**src/rtl/letter_pulse_replay.sv**
```systemverilog
// Replays a 5-bit letter code as a train of single-cycle count pulses, one per unit of value.
// Optional REPLAY_REMAIN_EN adds remaining_out (pulses still to emit, nonzero only in PULSE).
module letter_pulse_replay #(
  parameter int unsigned GAP_CYCLES = 1,
  parameter logic [4:0]  MAX_VAL    = 5'd26
) (
  input  logic       clk,
  input  logic       rst,
  input  logic       start_button,
  input  logic [4:0] letter_val_in,
  output logic       count_pulse_out,
  output logic       busy_out,
  output logic       done_out,
  output logic       err_out
`ifdef REPLAY_REMAIN_EN
  ,
  output logic [4:0] remaining_out
`endif
);

  typedef enum logic [1:0] {IDLE, PULSE, GAP, DONE} state_t;

  localparam logic [7:0] GAP_LOAD = (GAP_CYCLES == 0) ? 8'd0 : 8'(GAP_CYCLES - 1);

  state_t     state_q, state_d;
  logic [4:0] remaining_q, remaining_d;
  logic [7:0] gap_q, gap_d;
  logic       err_d;
  logic       pulse_q, busy_q, done_q, err_q;
  logic [4:0] rem_out_q;

  always_comb begin
    state_d     = state_q;
    remaining_d = remaining_q;
    gap_d       = gap_q;
    err_d       = 1'b0;
    unique case (state_q)
      IDLE: begin
        if (start_button) begin
          if (letter_val_in > MAX_VAL) begin
            err_d = 1'b1;
          end else if (letter_val_in == 5'd0) begin
            state_d = DONE;
          end else begin
            remaining_d = letter_val_in;
            state_d     = PULSE;
          end
        end
      end
      PULSE: begin
        remaining_d = remaining_q - 5'd1;
        if (remaining_q == 5'd1) begin
          state_d = DONE;
        end else if (GAP_CYCLES == 0) begin
          state_d = PULSE;
        end else begin
          gap_d   = GAP_LOAD;
          state_d = GAP;
        end
      end
      GAP: begin
        if (gap_q == 8'd0) begin
          state_d = PULSE;
        end else begin
          gap_d = gap_q - 8'd1;
        end
      end
      DONE: state_d = IDLE;
      default: state_d = IDLE;
    endcase
  end

  // Outputs are registered from the next-state decode so they line up with state_q.
  always_ff @(posedge clk or negedge rst) begin
    if (!rst) begin
      state_q     <= IDLE;
      remaining_q <= '0;
      gap_q       <= '0;
      pulse_q     <= 1'b0;
      busy_q      <= 1'b0;
      done_q      <= 1'b0;
      err_q       <= 1'b0;
      rem_out_q   <= '0;
    end else begin
      state_q     <= state_d;
      remaining_q <= remaining_d;
      gap_q       <= gap_d;
      pulse_q     <= (state_d == PULSE);
      busy_q      <= (state_d != IDLE);
      done_q      <= (state_d == DONE);
      err_q       <= err_d;
      rem_out_q   <= (state_d == PULSE) ? remaining_d : 5'd0;
    end
  end

  assign count_pulse_out = pulse_q;
  assign busy_out        = busy_q;
  assign done_out        = done_q;
  assign err_out         = err_q;

`ifdef REPLAY_REMAIN_EN
  assign remaining_out = rem_out_q;
`else
  logic unused_rem;
  assign unused_rem = ^rem_out_q;
`endif

endmodule

```
**config.mk**
```make
export PLATFORM = sky130hd
export DESIGN_NAME = letter_pulse_replay
export DESIGN_NICKNAME = d
export VERILOG_FILES = /design/src/rtl/letter_pulse_replay.sv
export SDC_FILE = /design/constraint.sdc
export NUM_CORES = 1
export LEC_CHECK = 0
export CORE_ASPECT_RATIO = 0.7
export CORE_MARGIN = 4
export CORE_UTILIZATION = 59
export CTS_CLUSTER_SIZE = 28
export DETAILED_ROUTE_END_ITERATION = 8
export GPL_TIMING_DRIVEN = 0
export HOLD_SLACK_MARGIN = 0.05
export PLACE_DENSITY = 0.94
export SLEW_MARGIN = 15
export SYNTH_ARGS = -nofsm -noshare
export SYNTH_HDL_FRONTEND = slang
export SYNTH_SLANG_ARGS = --single-unit
```
**constraint.sdc**
```tcl
create_clock -name clk -period 2.8 [get_ports clk]
set_input_delay 0.42 -clock clk [delete_from_list [all_inputs] [get_ports clk]]
set_output_delay 0.42 -clock clk [all_outputs]
set_load 0.005 [all_outputs]
```
After elaboration in Yosys (flattened, before gate mapping)
Cells that the tools add are included.
{ "op_classes": {"n_mux": 16, "addsub": 2, "n_reduce_logical": 8, "n_eq_ne": 11, "n_lt_le_gt_ge": 1} }
{ "ops": {"columns": ["cell", "count"], "rows": [
  ["8-bit 2-to-1 mux", 2],
  ["8-bit one-hot mux with 2 select lines", 1],
  ["5-bit 2-to-1 mux", 3],
  ["2-bit inequality test (second input constant)", 5],
  ["5-bit one-hot mux with 2 select lines", 1],
  ["8-bit zero test", 1],
  ["2-bit 2-to-1 mux", 4],
  ["2-bit one-hot mux with 4 select lines", 1],
  ["8-bit by 1-bit subtractor with 8-bit output (second input constant)", 1],
  ["2-bit equality test (second input constant)", 3],
  ["2-bit nonzero test", 3],
  ["5-bit by 1-bit equality test with 1-bit output (second input constant)", 1],
  ["5-bit > comparator (second input constant)", 1],
  ["5-bit zero test", 1],
  ["5-bit by 1-bit subtractor with 5-bit output (second input constant)", 1],
  ["2-bit by 1-bit equality test with 1-bit output (second input constant)", 2],
  ["1-bit 2-to-1 mux", 4],
  ["4-bit AND reduction", 1],
  ["3-bit AND reduction", 1],
  ["2-bit zero test", 1]
]} }
{ "totals": {"in_bits": 8, "ff_bits": 19, "wordCells": 45, "output_inout_bits": 4} }

Depth between registers and ports, before layout
{ "logic_depth": {"depth_word": 6, "depth_mapped": 7} }

Worst setup path before layout
OpenSTA, ideal clock, no wires.
{ "synth_path": {"kind": "register to register", "startpoint": "register gap_q[0]", "endpoint": "register pulse_q, in the netlist count_pulse_out", "slack_ps": 1147, "path_stages_with_launch": 7, "required_time_ps": 2734, "arrival_time_ps": 1587, "synth_period_minus_slack_ps": 1653, "setup_ps": 66, "path_buffers": 0, "cell_sequence": "dfrtp_1 -> inv_1 -> ha_1 -> nor3b_2 -> a21oi_1 -> a311oi_2 -> and2_1"} }
{ "synth_via": {"elab_chain_len": 4} }
{ "synth_rtl": {"columns": ["element", "line", "text"], "rows": [
  ["start: declaration", "27", "logic [7:0] gap_q, gap_d;"],
  ["start signal: assignment", "87", "gap_q <= gap_d;"],
  ["8-bit zero test", "62", "if (gap_q == 8'd0) begin"],
  ["2-bit 2-to-1 mux", "62", null],
  ["2-bit one-hot mux with 4 select lines", "37", "unique case (state_q)"],
  ["2-bit by 1-bit equality test with 1-bit output", null, null],
  ["end signal: assignment", "88", "pulse_q <= (state_d == PULSE);"],
  ["end: declaration", "29", "logic pulse_q, busy_q, done_q, err_q;"]
]} }
Every way passes these cells.
A chain may end at the register's enable or synchronous reset.

Worst setup path after layout
Same ends and word-level chain as after synthesis.

==> flow_summary.toml <==
[placement]
dp_hpwl_mm = 1.80
gp_congestion = 0.860
dpl.cell_count = 155
portBuffers = 11

[pwr]
peakVddDrop_mv = 0.653
power_frac_clock_pct = 12.6
p_per_area_nw_per_um2 = 817
pwr-share-comb_pct = 49.7
switchingPower_mw = 0.411
p_leak_nw = 0.571
p_seq_share_pct = 37.7
swShare_pct = 38.2
internal-power_mw = 0.664
power_mw = 1.07

[synthesis]
yosys-mux-area-fraction_pct = 4.57
avgSynthCellArea_um2 = 9.44
synth_fa_ha_area_share_pct = 4.35
synth_warnings = 0
synth_seq_area_share_pct = 41.3
yosys.area_share.simple_pct = 26.1
synth_top_family_by_area = "simple AND/OR/NAND/NOR gates"
synth_area_um2 = 1150
synth_edf_count = 0
synthArstFlopShare_pct = 100
synth_cells = 122
synth_nets = 134
synth-seq-cells = 19
synth-main-ff-cell = "dfrtp_1"
synth_xor_area_share_pct = 1.52
ys_types = 39
synth_compound_area_share_pct = 17.5

[timing]
fin_crit_sh_pct = 69.1
setup_viol = 0
fmax_ghz = 0.517
fin_skew_ps = 7.44
tightest_slew_ps = 852
slew_viol_final = 0
hold-worst-slack_ps = 552
rsz0062_at_grt = "false"
fin_crit_ps = 1930
setup_tns_ps = 0
slew_headroom_pct = 43.0
finalHoldViolCount = 0

[finish]
fill_cells = 147
drive_above_1_share_pct = 10.9
multi_input_area_um2 = 622
final_util_pct = 70.9
final_cells = 159
num_antenna_cells = 0
fin_nets = 150
area_growth_pct = 14.2
seq_area_um2 = 475

[cts]
cts_resized = 0
cts.sinks = 19
holdBufCountCts = 0
clockBufferDepth = 2
clk_pin_slew_ps = 100
cts_tree = "built"
post_cts_buffers = 0
cts_max_level = 1
clock_latency_ps = 300
clockRootBuffer = "clkbuf_4"
cts-buffers-inserted = 3

[drt]
ant_nets = 0
vias = 954
drt_pass1_iterations = 4
drt_iter0_markers = 42
via_per_inst = 6.00
avgRoutedWirePerCell_um = 14.7
wirelength_mm = 2.33
drc = 0

[worst_setup_path]
worstPathMaxFanout = 7
cp.required_ps = 3050
critical_path_class = "reg -> reg"
cp_cell_sequence = "inv_1, ha_1, nor3b_2, a21oi_1, a311oi_2, and2_1"
worstPathArrival_ps = 2180
reg2reg_slack_ps = 870
cpPeakStageDelay_ps = 430
end_kind = "register"
slowest_stage = "dfrtp_1"
critPathLaunchType = "register"

[floorplan]
dieArea_um2 = 2730
coreArea_um2 = 1850
std_cell_rows = 13
dieHeight_um = 45.0
fp.dieW_um = 60.8
start_util_pct = 62.1
pin_count = 12

[grt]
antenna_found_initial = 0
grt-ovfl-total = 0
grt_max_degree = 20
grt_pass1_vias = 915
track_usage_pct = 20.4
grt_pass1_wl_mm = 4.08

[flow_run]
cap_violations = 0

[status]
status = "completed"

[worst_hold_path]
hold_class = "reg -> reg"
-- area by class of cell --
cell class | count | area share [%]
plain buffers | 4 | 1.81
clock buffers | 4 | 2.00
inverters | 8 | 2.28
multi-input cells | 91 | 47.3
flip-flops and latches | 19 | 36.2
well taps | 22 | 2.09
repair buffers | 11 | 8.37
-- placed cells by master, fill, tap and decap left out, types with 2 or more instances in the layout --
cell type / count
clkbuf_4: 3
a21oi_1: 7
nand3b_1: 2
clkdlybuf4s50_1: 11
or4_1: 3
clkbuf_1: 3
ha_1: 4
a211o_1: 2
o21ai_0: 6
o311a_1: 3
xnor2_1: 2
inv_1: 8
a2bb2oi_1: 2
mux2i_1: 3
nand3_1: 5
nand2b_1: 5
dfrtp_1: 19
nor2_1: 14
nor3b_1: 2
nand2_1: 7
mux2_2: 2
nor3_1: 5
-- layer usage --
metal	part of all wire (%)	wire length [µm]	track usage, %	vias to the layer above
met4	1.3	31	7.36	0
met3	6.7	157	5.14	4
met5	0	0	0	-
met1	47	1100	27.8	446
met2	45	1040	31.8	32
li1	-	-	-	472
-- state kept, by name, summed over array words and instances, names as in the netlist --
register and count:
busy_out 1, done_out 1, count_pulse_out 1, gap_q 8, err_out 1, state_q 2
remaining_q 5
-- power by group through the flow --
stage	Combinational, mW	Sequential, mW	Clock [mW]
2_1_floorplan	0.386	0.399	0
3_3_place_gp	0.504	0.402	0
4_1_cts	0.534	0.405	0.140
6_report	0.534	0.405	0.136
3_5_place_dp	0.530	0.409	0
5_1_grt	0.592	0.414	0.151
-- cells in the mapped netlist, types with 2 or more instances --
cell | count | area share [%]
dfrtp_1 | 19 | 41
nor2_1 | 14 | 4.6
inv_1 | 8 | 2.6
a21oi_1 | 7 | 3.0
nand2_1 | 7 | 2.3
o21ai_0 | 6 | 2.6
nand2b_1 | 5 | 2.7
nand3_1 | 5 | 2.2
nor3_1 | 5 | 2.2
ha_1 | 4 | 4.3
mux2i_1 | 3 | 2.6
o311a_1 | 3 | 2.6
or4_1 | 3 | 2.0
a211o_1 | 2 | 1.5
a2bb2oi_1 | 2 | 1.5
clkbuf_1 | 2 | 0.65
mux2_2 | 2 | 2.0
nand3b_1 | 2 | 1.3
nor3b_1 | 2 | 1.3
xnor2_1 | 2 | 1.5
-- final timing paths --
kind,depth (start not counted),endpoint,start
worst max register to register,6,count_pulse_out$_DFF_PN0_,gap_q[0]$_DFFE_PN0P_
min in group asynchronous,1,err_out$_DFF_PN0_,rst
worst min-delay path,1,gap_q[0]$_DFFE_PN0P_,gap_q[0]$_DFFE_PN0P_
worst max-delay path,6,count_pulse_out$_DFF_PN0_,gap_q[0]$_DFFE_PN0P_
max in group asynchronous,1,remaining_q[4]$_DFFE_PN0P_,rst
worst min register to register,1,gap_q[0]$_DFFE_PN0P_,gap_q[0]$_DFFE_PN0P_
-- logic make-up after synthesis --
| logic type | count (synthesis) |
|---|---|
| multiplexers | 5 |
| buffers and inverters | 12 |
| XOR/XNOR | 2 |
| adder cells (fa/ha/maj) | 4 |
| flip-flops | 19 |
| AND/OR/NAND/NOR | 53 |
| AO/OA/AOI/OAI | 27 |
-- critical path, delay by kind of cell, from the launching register on --
kind	cells	cell delay, ps
and+or+nand+nor	2	520
AOI/OAI and AO/OA	2	650
DFF	1	430
buffers and inverters	1	100
adders and majority gates	1	180
-- stage by stage --
stage | area (µm²) | worst slack, ps
4_1_cts | 1320 | 889
5_1_grt | 1320 | 649
3_5_place_dp | 1290 | 643
6_report | 1320 | 866
2_1_floorplan | 1150 | 1150
3_3_place_gp | 1290 | 656
No activity file was read; power rests on OpenSTA's default activity.
